[src/rtl/cnt_reload_seq_pkg.sv]
// Shared types and constants for the counter reload sequencer.
// The watchdog feature is enabled by defining CNT_RELOAD_SEQ_WDOG_EN.
package cnt_reload_seq_pkg;

   // Sequencer states; IDLE must stay the all-zero encoding.
   typedef enum logic [1:0] {
      IDLE  = 2'd0,
      LOAD  = 2'd1,
      BLANK = 2'd2,
      RUN   = 2'd3
   } state_t;

   // One dead cycle after a load while the counter's rc is still stale.
   localparam int BLANK_CYCLES = 1;

   // Watchdog slack beyond the programmed period before declaring a fault.
   localparam int WDOG_MARGIN = 4;

endpackage

[src/rtl/cnt_reload_seq_wdog.sv]
// Watchdog for the reload sequencer: counts cycles since the last load and
// flags when the count passes period + WDOG_MARGIN without a terminal event.
// Only instantiated when CNT_RELOAD_SEQ_WDOG_EN is defined.
module cnt_reload_seq_wdog
   import cnt_reload_seq_pkg::*;
#(
   parameter int W = 32
) (
   input  logic         clk,
   input  logic         rst,
   input  logic         clear,
   input  logic         inc,
   input  logic [W-1:0] period,
   output logic         expired
);

   // Two extra bits so period + margin can never overflow the counter.
   logic [W+1:0] cnt;
   logic [W+1:0] limit;

   assign limit   = {2'b00, period} + (W+2)'(WDOG_MARGIN);
   assign expired = (cnt > limit);

   // Cycle counter: cleared in LOAD, advanced in BLANK/RUN.
   always_ff @(posedge clk) begin
      if (rst || clear) begin
         cnt <= '0;
      end else if (inc) begin
         cnt <= cnt + 1'b1;
      end
   end

endmodule

[src/rtl/cnt_reload_seq.sv]
// Counter reload sequencer: programs an external up/down loadable counter
// with a period, counts its terminal events and reloads it until the
// requested number of events has been seen, then pulses done.
// Optional watchdog: define CNT_RELOAD_SEQ_WDOG_EN.
//
// Handshake: start is a level sampled only in IDLE while busy is low; one
// accepted start produces either exactly one done pulse, an abort (no done),
// or a watchdog error (no done). busy stays high through the done cycle.
module cnt_reload_seq
   import cnt_reload_seq_pkg::*;
#(
   parameter int W  = 32,
   parameter int EW = 8
) (
   input  logic          clk,
   input  logic          rst,
   input  logic          start,
   input  logic          abort,
   input  logic [W-1:0]  period,
   input  logic          dir,
   input  logic [EW-1:0] repeat_n,
   output logic          busy,
   output logic          done,
   output logic          err,
   output logic [EW-1:0] event_cnt,
   output logic          ctr_load,
   output logic [W-1:0]  ctr_pdata,
   output logic          ctr_s,
   input  logic          ctr_rc
);

   state_t        state;
   logic [EW-1:0] rep_q;
   logic [EW-1:0] ev_next;
   logic          wdog_expired;

   // Saturating event increment; never wraps back to zero.
   assign ev_next = (event_cnt == '1) ? event_cnt : event_cnt + 1'b1;

`ifdef CNT_RELOAD_SEQ_WDOG_EN
   logic [W-1:0] period_q;

   cnt_reload_seq_wdog #(
      .W (W)
   ) u_wdog (
      .clk     (clk),
      .rst     (rst),
      .clear   (state == LOAD),
      .inc     ((state == BLANK) || (state == RUN)),
      .period  (period_q),
      .expired (wdog_expired)
   );
`else
   assign wdog_expired = 1'b0;
`endif

   // Sequencer FSM with all outputs registered.
   always_ff @(posedge clk) begin
      if (rst) begin
         state     <= IDLE;
         busy      <= 1'b0;
         done      <= 1'b0;
         err       <= 1'b0;
         event_cnt <= '0;
         ctr_load  <= 1'b0;
         ctr_pdata <= '0;
         ctr_s     <= 1'b0;
         rep_q     <= '0;
`ifdef CNT_RELOAD_SEQ_WDOG_EN
         period_q  <= '0;
`endif
      end else begin
         done <= 1'b0;
         case (state)
            IDLE: begin
               ctr_load <= 1'b0;
               busy     <= 1'b0;
               // busy still high here means the done cycle; start is ignored.
               if (start && !busy) begin
                  rep_q     <= (repeat_n == '0) ? EW'(1) : repeat_n;
                  event_cnt <= '0;
                  err       <= 1'b0;
                  ctr_s     <= dir;
                  // Up-counting loads ~period so both directions hit their
                  // terminal value after the same number of steps.
                  ctr_pdata <= dir ? ~period : period;
                  ctr_load  <= 1'b1;
                  busy      <= 1'b1;
                  state     <= LOAD;
`ifdef CNT_RELOAD_SEQ_WDOG_EN
                  period_q  <= period;
`endif
               end
            end
            LOAD: begin
               ctr_load <= 1'b0;
               if (abort) begin
                  busy  <= 1'b0;
                  state <= IDLE;
               end else begin
                  state <= BLANK;
               end
            end
            BLANK: begin
               // rc is not refreshed by a load, so it is ignored here.
               if (abort) begin
                  busy  <= 1'b0;
                  state <= IDLE;
               end else begin
                  state <= RUN;
               end
            end
            RUN: begin
               if (abort) begin
                  busy  <= 1'b0;
                  state <= IDLE;
               end else if (ctr_rc) begin
                  event_cnt <= ev_next;
                  if (ev_next == rep_q) begin
                     done  <= 1'b1;
                     state <= IDLE;
                  end else begin
                     ctr_load <= 1'b1;
                     state    <= LOAD;
                  end
               end else if (wdog_expired) begin
                  err   <= 1'b1;
                  busy  <= 1'b0;
                  state <= IDLE;
               end
            end
            default: begin
               busy     <= 1'b0;
               ctr_load <= 1'b0;
               state    <= IDLE;
            end
         endcase
      end
   end

endmodule

[config.mk]
export PLATFORM = sky130hd
export DESIGN_NAME = cnt_reload_seq
export DESIGN_NICKNAME = d
export VERILOG_FILES = /design/src/rtl/cnt_reload_seq_pkg.sv /design/src/rtl/cnt_reload_seq_wdog.sv /design/src/rtl/cnt_reload_seq.sv
export SDC_FILE = /design/constraint.sdc
export NUM_CORES = 1
export LEC_CHECK = 0
export BUFFER_PORTS_ARGS = -buffer_cell sky130_fd_sc_hd__buf_4
export CORE_MARGIN = 2
export CORE_UTILIZATION = 45
export CTS_CLUSTER_DIAMETER = 200
export DETAILED_ROUTE_END_ITERATION = 10
export PLACE_DENSITY = 0.73
export SLEW_MARGIN = 5
export SYNTH_ARGS = -nofsm -noshare
export SYNTH_HDL_FRONTEND = slang
export SYNTH_HIERARCHICAL = 1
export SYNTH_SLANG_ARGS = --single-unit
[constraint.sdc]
create_clock -name clk -period 3 [get_ports clk]
set_input_delay 0.15 -clock clk [delete_from_list [all_inputs] [get_ports clk]]
set_output_delay 0.15 -clock clk [all_outputs]
set_load 0.01 [all_outputs]
# Word-level counts from Yosys, hierarchy flattened
# Index checks and enable logic that the tools add are counted.
# W data, S select, Z words.
[word_totals]
regBits = 54
input_bits = 46
out_inout_bits = 45
word_cells = 57
[op_classes]
add_sub_neg = 1
n_eq_ne = 11
muxes = 22
bitwise_logic = 3
reduce_logical = 12
[ops]
columns = ["operator", "count"]
rows = [
  ["$mux W8", 5],
  ["$mux W32", 1],
  ["$not A32 Y32", 1],
  ["$pmux W8 S2", 1],
  ["$mux W2", 5],
  ["$add A8 B1 Y8 const B", 1],
  ["$eq A8 B8 Y1", 1],
  ["$eq A8 B8 Y1 const B", 1],
  ["$logic_not A8 Y1", 1],
  ["$ne A2 B2 Y1 const B", 4],
  ["$pmux W2 S4", 1],
  ["$reduce_and A4 Y1", 2],
  ["$mux W1", 7],
  ["$eq A2 B2 Y1 const B", 2],
  ["$reduce_and A2 Y1", 2],
  ["$reduce_or A4 Y1", 1],
  ["$ne A3 B3 Y1 const B", 1],
  ["$pmux W1 S3", 1],
  ["$reduce_bool A3 Y1", 1],
  ["$reduce_or A3 Y1", 1],
  ["$eq A2 B1 Y1 const B", 1],
  ["$logic_not A2 Y1", 1],
  ["$ne A2 B1 Y1 const B", 1],
  ["$not A1 Y1", 2],
  ["other kinds (4)", 4],
]

# Depth between registers and ports, before layout
# Gate-level depths: netlist of the first run.
[logic_depth]
word_depth = 7
depth_mapped = 7
depth_no_buf = 7

# Least setup slack after synthesis of the first run
# OpenSTA, ideal clock, no wires.
[synth_path]
path_kind = "reg2reg"
from = "register event_cnt[0]"
to = "register state[0]"
setup_time_ns = 0.115
arrival_ns = 2.115
t_required_ns = 2.885
slack_ns = 0.770
path_stages_with_launch = 8
n_path_buf = 0
period_less_slack_ns = 2.230
path_cell_list = "dfxtp_1 -> ha_1 -> nand3_4 -> o311a_1 -> a41o_1 -> a2111oi_4 -> nand4_2 -> o21a_1"
[synth_between]
elab_chain_cells = 7
elab_cells_between_ends = 8
[synth_rtl]
columns = ["element", "line", "text"]
rows = [
  ["start, declared", "cnt_reload_seq.sv:25", "output logic [EW-1:0] event_cnt,"],
  ["start signal, assigned", "cnt_reload_seq.sv:118", "event_cnt <= ev_next;"],
  ["$add A8 B1 Y8 / $eq A8 B8 Y1 (equally long branches)", "cnt_reload_seq.sv:38", "assign ev_next = (event_cnt == '1) ? event_cnt : event_cnt + 1'b1;"],
  ["$mux W8 (*)", "cnt_reload_seq.sv:38", ""],
  ["$eq A8 B8 Y1 (*)", "cnt_reload_seq.sv:119", "if (ev_next == rep_q) begin"],
  ["$mux W1 (*)", "cnt_reload_seq.sv:119", ""],
  ["$mux W2 (*)", "cnt_reload_seq.sv:117", "end else if (ctr_rc) begin"],
  ["$mux W2 (*)", "cnt_reload_seq.sv:114", "if (abort) begin"],
  ["$pmux W2 S4 (*)", "cnt_reload_seq.sv:74", "case (state)"],
  ["end signal, assigned", "cnt_reload_seq.sv:116", "state <= IDLE;"],
  ["end signal, assigned", "cnt_reload_seq.sv:121", "state <= IDLE;"],
  ["end signal, assigned", "cnt_reload_seq.sv:124", "state <= LOAD;"],
  ["end, declared", "cnt_reload_seq.sv:32", "state_t state;"],
]
# Every way passes the cells marked *; elsewhere a longest branch is shown, timed or not. The select of a mux whose other input is x is not followed.
# A chain may end at the register's enable or synchronous reset.

# Final worst setup path of the first run
# Ends and elaborated chain as after synthesis.

==> impl_metrics.ini, run 1 <==
[status]
outcome = finished clean

[floorplanning]
core.rowCount = 28
core_area_mm2 = 0.00582
start_util_pct = 45.9
ios = 91
die_x_um = 81.0
dieArea_mm2 = 0.00656
die_h_um = 81.0

[final_layout]
final_area_mm2 = 0.00349
nNetsFinal = 435
drive_above_1_share_pct = 28.3
area_growth_pct = 30.8
antenna_cells = 0
stdcell_count = 464

[hold_path]
min_path_type = input pin to flip-flop

[setup_path]
critPathMaxStageDelay_ns = 0.50
crit_family = compound AO/OA/AOI/OAI gates
worstSetupEndpointType = flip-flop
path_class = flip-flop to flip-flop
worstPathCellList = ha_1 > nand3_4 > o311a_1 > a41o_1 > a2111oi_4 > nand4_2 > o21a_1
crit_fanout = 10
cp_data_required_time_ns = 3.20
worstPathArrival_ns = 2.60
critPathBufInv = 0
critPathLaunchType = flip-flop
cp_slowest_cell = dfxtp_1

[timing]
max_slew_margin_pct = 50.1
layout_min_cycle_time_ns = 2.40
grt_setup_unrepaired = false
tightestPinTransition_ns = 0.745
final_hold_viol_count = 0
finClkSkew_ns = 0.00745
worst_slack_ns = 0.596
fin_tns_setup_ns = 0
max_freq_ghz = 0.416
slew_viol_final = 0
post-route-period-util_pct = 80.1
setup_viol = 0

[synthesis]
synthesis.nets = 363
async_flop_share_pct = 0
synth.avg_cell_area_um2 = 8.45
synth.top_cell.area_share_pct = 40.5
synth_top_flop_cell = dfxtp_1
synthesis.area_mm2 = 0.00267
netlist_instances = 316
synth_commonest_cells = 54 x dfxtp_1, 50 x nor2_1, 37 x xnor2_1
yosysMostFrequentCell = dfxtp_1
ys_seq_elements = 54
yosysTopAreaCell = dfxtp_1
synth.distinct_cells = 48
synthTopCellsByArea = dfxtp_1 41%, xnor2_1 12%, a211oi_1 9.6%
ys_seq_area_share_pct = 40.5
synth_edf_count = 0
yosys_warnings = 6

[placement]
place_area_mm2 = 0.00335
placed_cells_incl_taps = 456
pre_cts_ws_ns = 0.607
portBuffers = 89
hpwl_um = 4570
gp_congestion = 0.885

[clocking]
cts_sinks = 54
cts_tree = done
root_buffer = clkbuf_8
clk_latency_ns = 0.30
clock_path_buffers = 2
cts-htree-levels = 2
path_clk_slew_ns = 0.09
hold_buffers = 0
cts_made_buffers = 5
post_cts_buffers = 0
cts_resized = 0

[drt]
viasPerCell = 5.25
routedWlPerCell_um = 13.5
wl_um = 6250
drtPass1Iterations = 4
final_antenna_net_count = 0
drtIter0Drc = 115
route.detailed.drc = 0
vias = 2438

[run]
max-cap-violations = 0

[global_route]
track_usage_pct = 19.7
grt-ovfl-total = 0
antenna_found_initial = 0
grt_max_degree = 53
grt_pass1_wl_um = 10100
grt_pass1_vias = 2261

[power]
ir_worst_vdd_uv = 308
p_leak_nw = 1.37
powerDensity_mw_per_mm2 = 502
==> cells in the final DEF, fill, tap and decap left out, types with 2 or more instances in the layout <==
master / synthesis / final
o21ai_0: 8 / 8
a21oi_1: 19 / 19
inv_1: 5 / 5
nor2_4: 1 / 2
nand3b_1: 2 / 2
and3_1: 3 / 3
or2_2: 2 / 2
o211ai_1: 2 / 2
nand4_2: 2 / 2
a211oi_1: 34 / 34
buf_4: 1 / 91
bufinv_16: 0 / 2
a311oi_1: 2 / 2
nor3_1: 8 / 8
o21a_1: 2 / 2
dfxtp_1: 54 / 54
xnor2_1: 37 / 37
nand3_1: 2 / 2
o2bb2ai_1: 2 / 2
nand2_1: 26 / 26
nand2b_1: 4 / 4
nor4_1: 2 / 2
clkbuf_8: 0 / 6
nor2_1: 50 / 49
==> registers in the layout (all words and copies together), names as in the netlist <==
register	cells
event_cnt	8
ctr_s	1
done	1
ctr_load	1
ctr_pdata	32
busy	1
rep_q	8
state	2
==> metal layers <==
metal | routed length, µm | up-vias | global-route usage (%)
met5 | 0 | - | 0
met4 | 44 | 0 | 6.27
met3 | 458 | 4 | 6.56
met2 | 3010 | 69 | 32.9
met1 | 2730 | 1118 | 23.9
li1 | - | 1247 | -
==> path summary, 6_finish.rpt <==
path                      from        to  slack (ns)  depth (start not counted)
setup / recovery  event_cnt[0]  state[0]        0.60                          7
setup reg to reg  event_cnt[0]  state[0]        0.60                          7
hold reg to reg          ctr_s     ctr_s        0.47                          2
hold / removal     repeat_n[2]  rep_q[2]         0.1                          3
==> worst min-delay path: cells and delay by family <==
kind,cells,cell delay [ns]
compound gates,1,0.05
simple gates,1,0.05
buf+inv,1,0.11
==> layout make-up <==
type / count / area, µm²
inverter: 5 / 18.8
fill: 528 / 2330
sequential: 54 / 1080
tap: 75 / 93.8
multi-input combinational: 231 / 1470
clock inverter: 2 / 60.1
timing repair buffer: 91 / 683
clock buffer: 6 / 82.6
==> stage by stage <==
| step | hold slack (ns) | power, W | util [%] |
|---|---|---|---|
| finish | 0.0983 | 0.00175 | 60.0 |
| global route | 0.0916 | 0.00184 | 60.0 |
| CTS | 0.0876 | 0.00177 | 60.0 |
| detailed placement | 0.417 | 0.00119 | 57.6 |
| global placement | 0.411 | 0.00118 | 57.6 |
| floorplan | 0.286 | 0.00103 | - |
==> report_power, final <==
group	leakage, nW	total, W	switching [W]	internal, W
combinational	0.856	0.000358	0.000174	0.000184
sequential	0.444	0.000814	0.0000383	0.000776
clock	0.0714	0.000580	0.000225	0.000356
==> logic make-up after synthesis <==
| logic type | after synthesis | share of synthesized area, % |
|---|---|---|
| simple gates | 110 | 19.6 |
| other cells | 1 | 0.141 |
| fa+ha+maj | 1 | 0.469 |
| xor+xnor | 38 | 12.5 |
| buf+inv | 31 | 4.69 |
| compound gates | 81 | 22.1 |
| flops | 54 | 40.5 |
No activity file was read; power rests on OpenSTA's default activity.
==> run 2: changes to the inputs <==
Clock period 3 ns to 2.4 ns, I/O delays scaled along.
==> impl_metrics.ini, run 2 (synthesized netlist as in run 1, its figures left out) <==
[timing]
post-route-period-util_pct = 93.2
max_freq_ghz = 0.447
fin_tns_setup_ns = 0
grt_setup_unrepaired = false
slew_viol_final = 0
layout_min_cycle_time_ns = 2.24
finClkSkew_ns = 0.00470
setup_viol = 0
worst_slack_ns = 0.163
max_slew_margin_pct = 54.6
tightestPinTransition_ns = 0.679
final_hold_viol_count = 0

[power]
ir_worst_vdd_uv = 336
power_frac_comb_pct = 22.2
power.share.clock_pct = 27.6
powerDensity_mw_per_mm2 = 583
total_power_w = 0.00203
p_int_w = 0.00147
p_leak_nw = 1.37
sw_frac_of_total_pct = 27.6
seqPwrFrac_pct = 50.2
netSwitchingPower_w = 0.000559

[floorplanning]
dieArea_mm2 = 0.00656
die_x_um = 81.0
die_h_um = 81.0
ios = 91
core.rowCount = 28
start_util_pct = 45.9
core_area_mm2 = 0.00582

[placement]
hpwl_um = 4750
place_area_mm2 = 0.00337
pre_cts_ws_ns = 0.163
placed_cells_incl_taps = 459
portBuffers = 89
gp_congestion = 0.842

[setup_path]
critPathMaxStageDelay_ns = 0.45
cp_data_required_time_ns = 2.61
critPathBufInv = 0
worstSetupEndpointType = flip-flop
worstPathArrival_ns = 2.45
path_class = flip-flop to flip-flop
crit_fanout = 8
crit_family = compound AO/OA/AOI/OAI gates
cp_slowest_cell = dfxtp_1
worstPathCellList = ha_1 > nand3_4 > o311a_1 > a41o_1 > a2111oi_4 > nand4_2 > o21a_1
critPathLaunchType = flip-flop

[clocking]
cts_resized = 0
cts_sinks = 54
clock_path_buffers = 2
cts_tree = done
path_clk_slew_ns = 0.09
root_buffer = clkbuf_8
clk_latency_ns = 0.31
cts-htree-levels = 2
post_cts_buffers = 0
cts_made_buffers = 5
hold_buffers = 0

[run]
max-cap-violations = 0

[final_layout]
stdcell_count = 467
multi_input_area_mm2 = 0.00147
final_area_mm2 = 0.00347
drive_above_1_share_pct = 28.8
antenna_cells = 0
layout_commonest_cell = buf_4
reg_top3 = ctr_pdata x32, event_cnt x8, rep_q x8
area_growth_pct = 30.2
fill_cells = 558
layout_common_cells = 94 x buf_4, 54 x dfxtp_1, 49 x nor2_1
ff_latch_area_mm2 = 0.00108
top_register = ctr_pdata
nNetsFinal = 438
largest_register_ffs = 32

[drt]
routedWlPerCell_um = 13.6
route.detailed.drc = 0
wl_um = 6360
drtIter0Drc = 121
vias = 2441
final_antenna_net_count = 0
drtPass1Iterations = 4
viasPerCell = 5.23

[global_route]
antenna_found_initial = 0
grt_max_degree = 53
track_usage_pct = 20.4
grt_pass1_wl_um = 10500
grt-ovfl-total = 0
grt_pass1_vias = 2229

[hold_path]
min_path_type = input pin to flip-flop

[status]
outcome = finished clean
==> run 2: cell count changes in the layout (fill, tap and decap cells not counted), sizes merged <==
cell,delta
buf,+3
bufinv,-2
clkbuf,+1
clkinv,+1
==> run 2: layer usage <==
metal | wire (µm) | GRT usage [%] | vias to the layer above
li1 | - | - | 1261
met1 | 2760 | 25.4 | 1094
met2 | 2940 | 32.5 | 77
met3 | 574 | 7.89 | 9
met4 | 83 | 6.44 | 0
met5 | 0 | 0 | -
==> run 2: power by group through the flow <==
stage                     Sequential (W)  Clock, W  Combinational (W)
after global routing             0.00103  0.000604           0.000502
after detailed placement         0.00104         0           0.000457
after CTS                        0.00102  0.000577           0.000457
final                            0.00102  0.000558           0.000450
after global placement           0.00103         0           0.000449
after floorplan                  0.00106         0           0.000230
==> run 2: path summary, 6_finish.rpt <==
kind	slack, ns	from	depth (start not counted)	endpoint
worst min register to register	0.46	ctr_s	2	ctr_s
worst min-delay path	0.06	repeat_n[5]	3	rep_q[5]
worst max register to register	0.16	event_cnt[1]	7	state[0]
worst max-delay path	0.16	event_cnt[1]	7	state[0]
==> run 2: area by class of cell <==
cell class	count	share of cell area [%]
clock buffers	7	2.77
multi-input cells	231	42.3
flip-flops and latches	54	31.1
well taps	75	2.70
inverters	5	0.540
repair buffers	94	20.3
clock inverters	1	0.252
==> run 2: tightest hold or removal path, delay by kind of cell <==
family / cells / cell delay (ns)
buffers and inverters: 1 / 0.11
and+or+nand+nor: 1 / 0.05
AOI/OAI and AO/OA: 1 / 0.05
==> run 2: stage by stage <==
step           hold slack, ns  util [%]
6_report               0.0620      59.7
5_1_grt                0.0669      59.7
4_1_cts                0.0549      59.7
3_5_place_dp            0.390      57.9
3_3_place_gp            0.384      57.9
2_1_floorplan           0.256         -
==> run 3: changes to the inputs <==
Settings changed: CORE_UTILIZATION 45 to 32, PLACE_DENSITY 0.73 to 0.55.
==> impl_metrics.ini, run 3 (synthesized netlist as in run 1, its figures left out) <==
[clocking]
cts_made_buffers = 5
cts_resized = 0
root_buffer = clkbuf_8
path_clk_slew_ns = 0.10
cts-htree-levels = 2
hold_buffers = 0
clock_path_buffers = 2
cts_sinks = 54
cts_tree = done
clk_latency_ns = 0.31
post_cts_buffers = 0

[setup_path]
path_class = flip-flop to flip-flop
cp-startpoint = event_cnt[0]
rrSetupSlack_ns = 0.22
crit_fanout = 8
r2r_start = event_cnt[0]
r2r_end = state[0]
cp_slowest_cell = o311a_1
critPathLaunchType = flip-flop
worstSetupEndpointType = flip-flop
critPathMaxStageDelay_ns = 0.37
ff2ff_path_depth = 7
cp_data_required_time_ns = 2.60
worstPathArrival_ns = 2.39
worstPathCellList = ha_1 > nand3_4 > o311a_1 > a41o_1 > a2111oi_4 > nand4_2 > o21a_1
critPathBufInv = 0
crit_family = compound AO/OA/AOI/OAI gates

[final_layout]
largest_register_ffs = 32
top_register = ctr_pdata
layout_commonest_cell = buf_4
drive_above_1_share_pct = 28.8
antenna_cells = 0
nNetsFinal = 439
stdcell_count = 498
layout_common_cells = 94 x buf_4, 54 x dfxtp_1, 49 x nor2_1
reg_top3 = ctr_pdata x32, event_cnt x8, rep_q x8
area_growth_pct = 32.5

[timing]
post-route-period-util_pct = 91.0
slew_viol_final = 0
tightestPinTransition_ns = 0.530
finClkSkew_ns = 0.0123
final_hold_viol_count = 0
fin_hold_ws_ns = 0.0544
worst_slack_ns = 0.215
fin_tns_setup_ns = 0
grt_setup_unrepaired = false
max_freq_ghz = 0.458
setup_viol = 0
max_slew_margin_pct = 64.7
layout_min_cycle_time_ns = 2.18

[hold_path]
min_path_type = input pin to flip-flop
holdPathEnd = rep_q[6]
hp-start = repeat_n[6]
holdPathStages = 3

[drt]
wl_um = 6840
vias = 2478
route.detailed.drc = 0
routedWlPerCell_um = 13.7
top_layer = met4
viasPerCell = 4.98
drtPass1Iterations = 4
met1Wirelength_um = 3160
final_antenna_net_count = 0
wl_met3_um = 696
wl_met2_um = 2900
drtIter0Drc = 86

[placement]
placed_cells_incl_taps = 490
portBuffers = 89
gp_congestion = 0.852
pre_cts_ws_ns = 0.221
hpwl_um = 4950

[power]
p_leak_nw = 1.38
total_power_w = 0.00208
ir_worst_vdd_uv = 232
powerDensity_mw_per_mm2 = 589

[floorplanning]
start_util_pct = 32.8
core.rowCount = 33
core_area_mm2 = 0.00813
ios = 91
dieArea_mm2 = 0.00909
die_x_um = 95.3
die_h_um = 95.3

[global_route]
grt_max_degree = 55
grt_pass1_wl_um = 11200
track_usage_pct = 15.5
antenna_found_initial = 0
grt-ovfl-total = 0
grt_pass1_vias = 2282

[run]
max-cap-violations = 0

[status]
outcome = finished clean
## run 3: changes by cell type in the layout (fill, tap and decap cells not counted), sizes merged
cell	delta
buf	+1
bufinv	+1
clkinv	-1
clkinvlp	+1
clkbuf	-1
## run 3: through the flow
step           area, µm²  utilization, %
6_report            3540            43.5
5_1_grt             3540            43.5
4_1_cts             3540            43.5
3_5_place_dp        3430            42.1
3_3_place_gp        3430            42.1
2_1_floorplan       2670               -
## run 3: worst max path at each step
| stage | endpoint | cells after the start |
|---|---|---|
| 2_1_floorplan | state[0] | 7 |
| 3_3_place_gp | state[0] | 7 |
| 3_5_place_dp | state[0] | 7 |
| 4_1_cts | state[0] | 7 |
| 5_1_grt | state[0] | 7 |
| 6_report | state[0] | 7 |
## run 3: where the power goes
part           switching, W  total, W  internal, W
logic              0.000221  0.000457     0.000236
registers         0.0000485   0.00102     0.000970
clock network      0.000295  0.000607     0.000312
## run 3: layer usage
layer / vias to the layer above / GRT usage, %
li1: 1255 / -
met1: 1123 / 21.5
met2: 93 / 23.0
met3: 7 / 5.53
met4: 0 / 3.86
met5: - / 0
## run 3: layout make-up
class / count / area [µm²]
Timing Repair Buffer: 95 / 726
Sequential cell: 54 / 1080
Clock buffer: 6 / 72.6
Inverter: 5 / 18.8
Clock inverter: 2 / 37.5
Tap cell: 105 / 131
Multi-Input combinational cell: 231 / 1470
Fill cell: 843 / 4600
## run 3: worst min-delay path: cells and delay by family
kind | cells | cell delay (ns)
AOI/OAI and AO/OA | 1 | 0.05
and+or+nand+nor | 1 | 0.05
buffers and inverters | 1 | 0.11
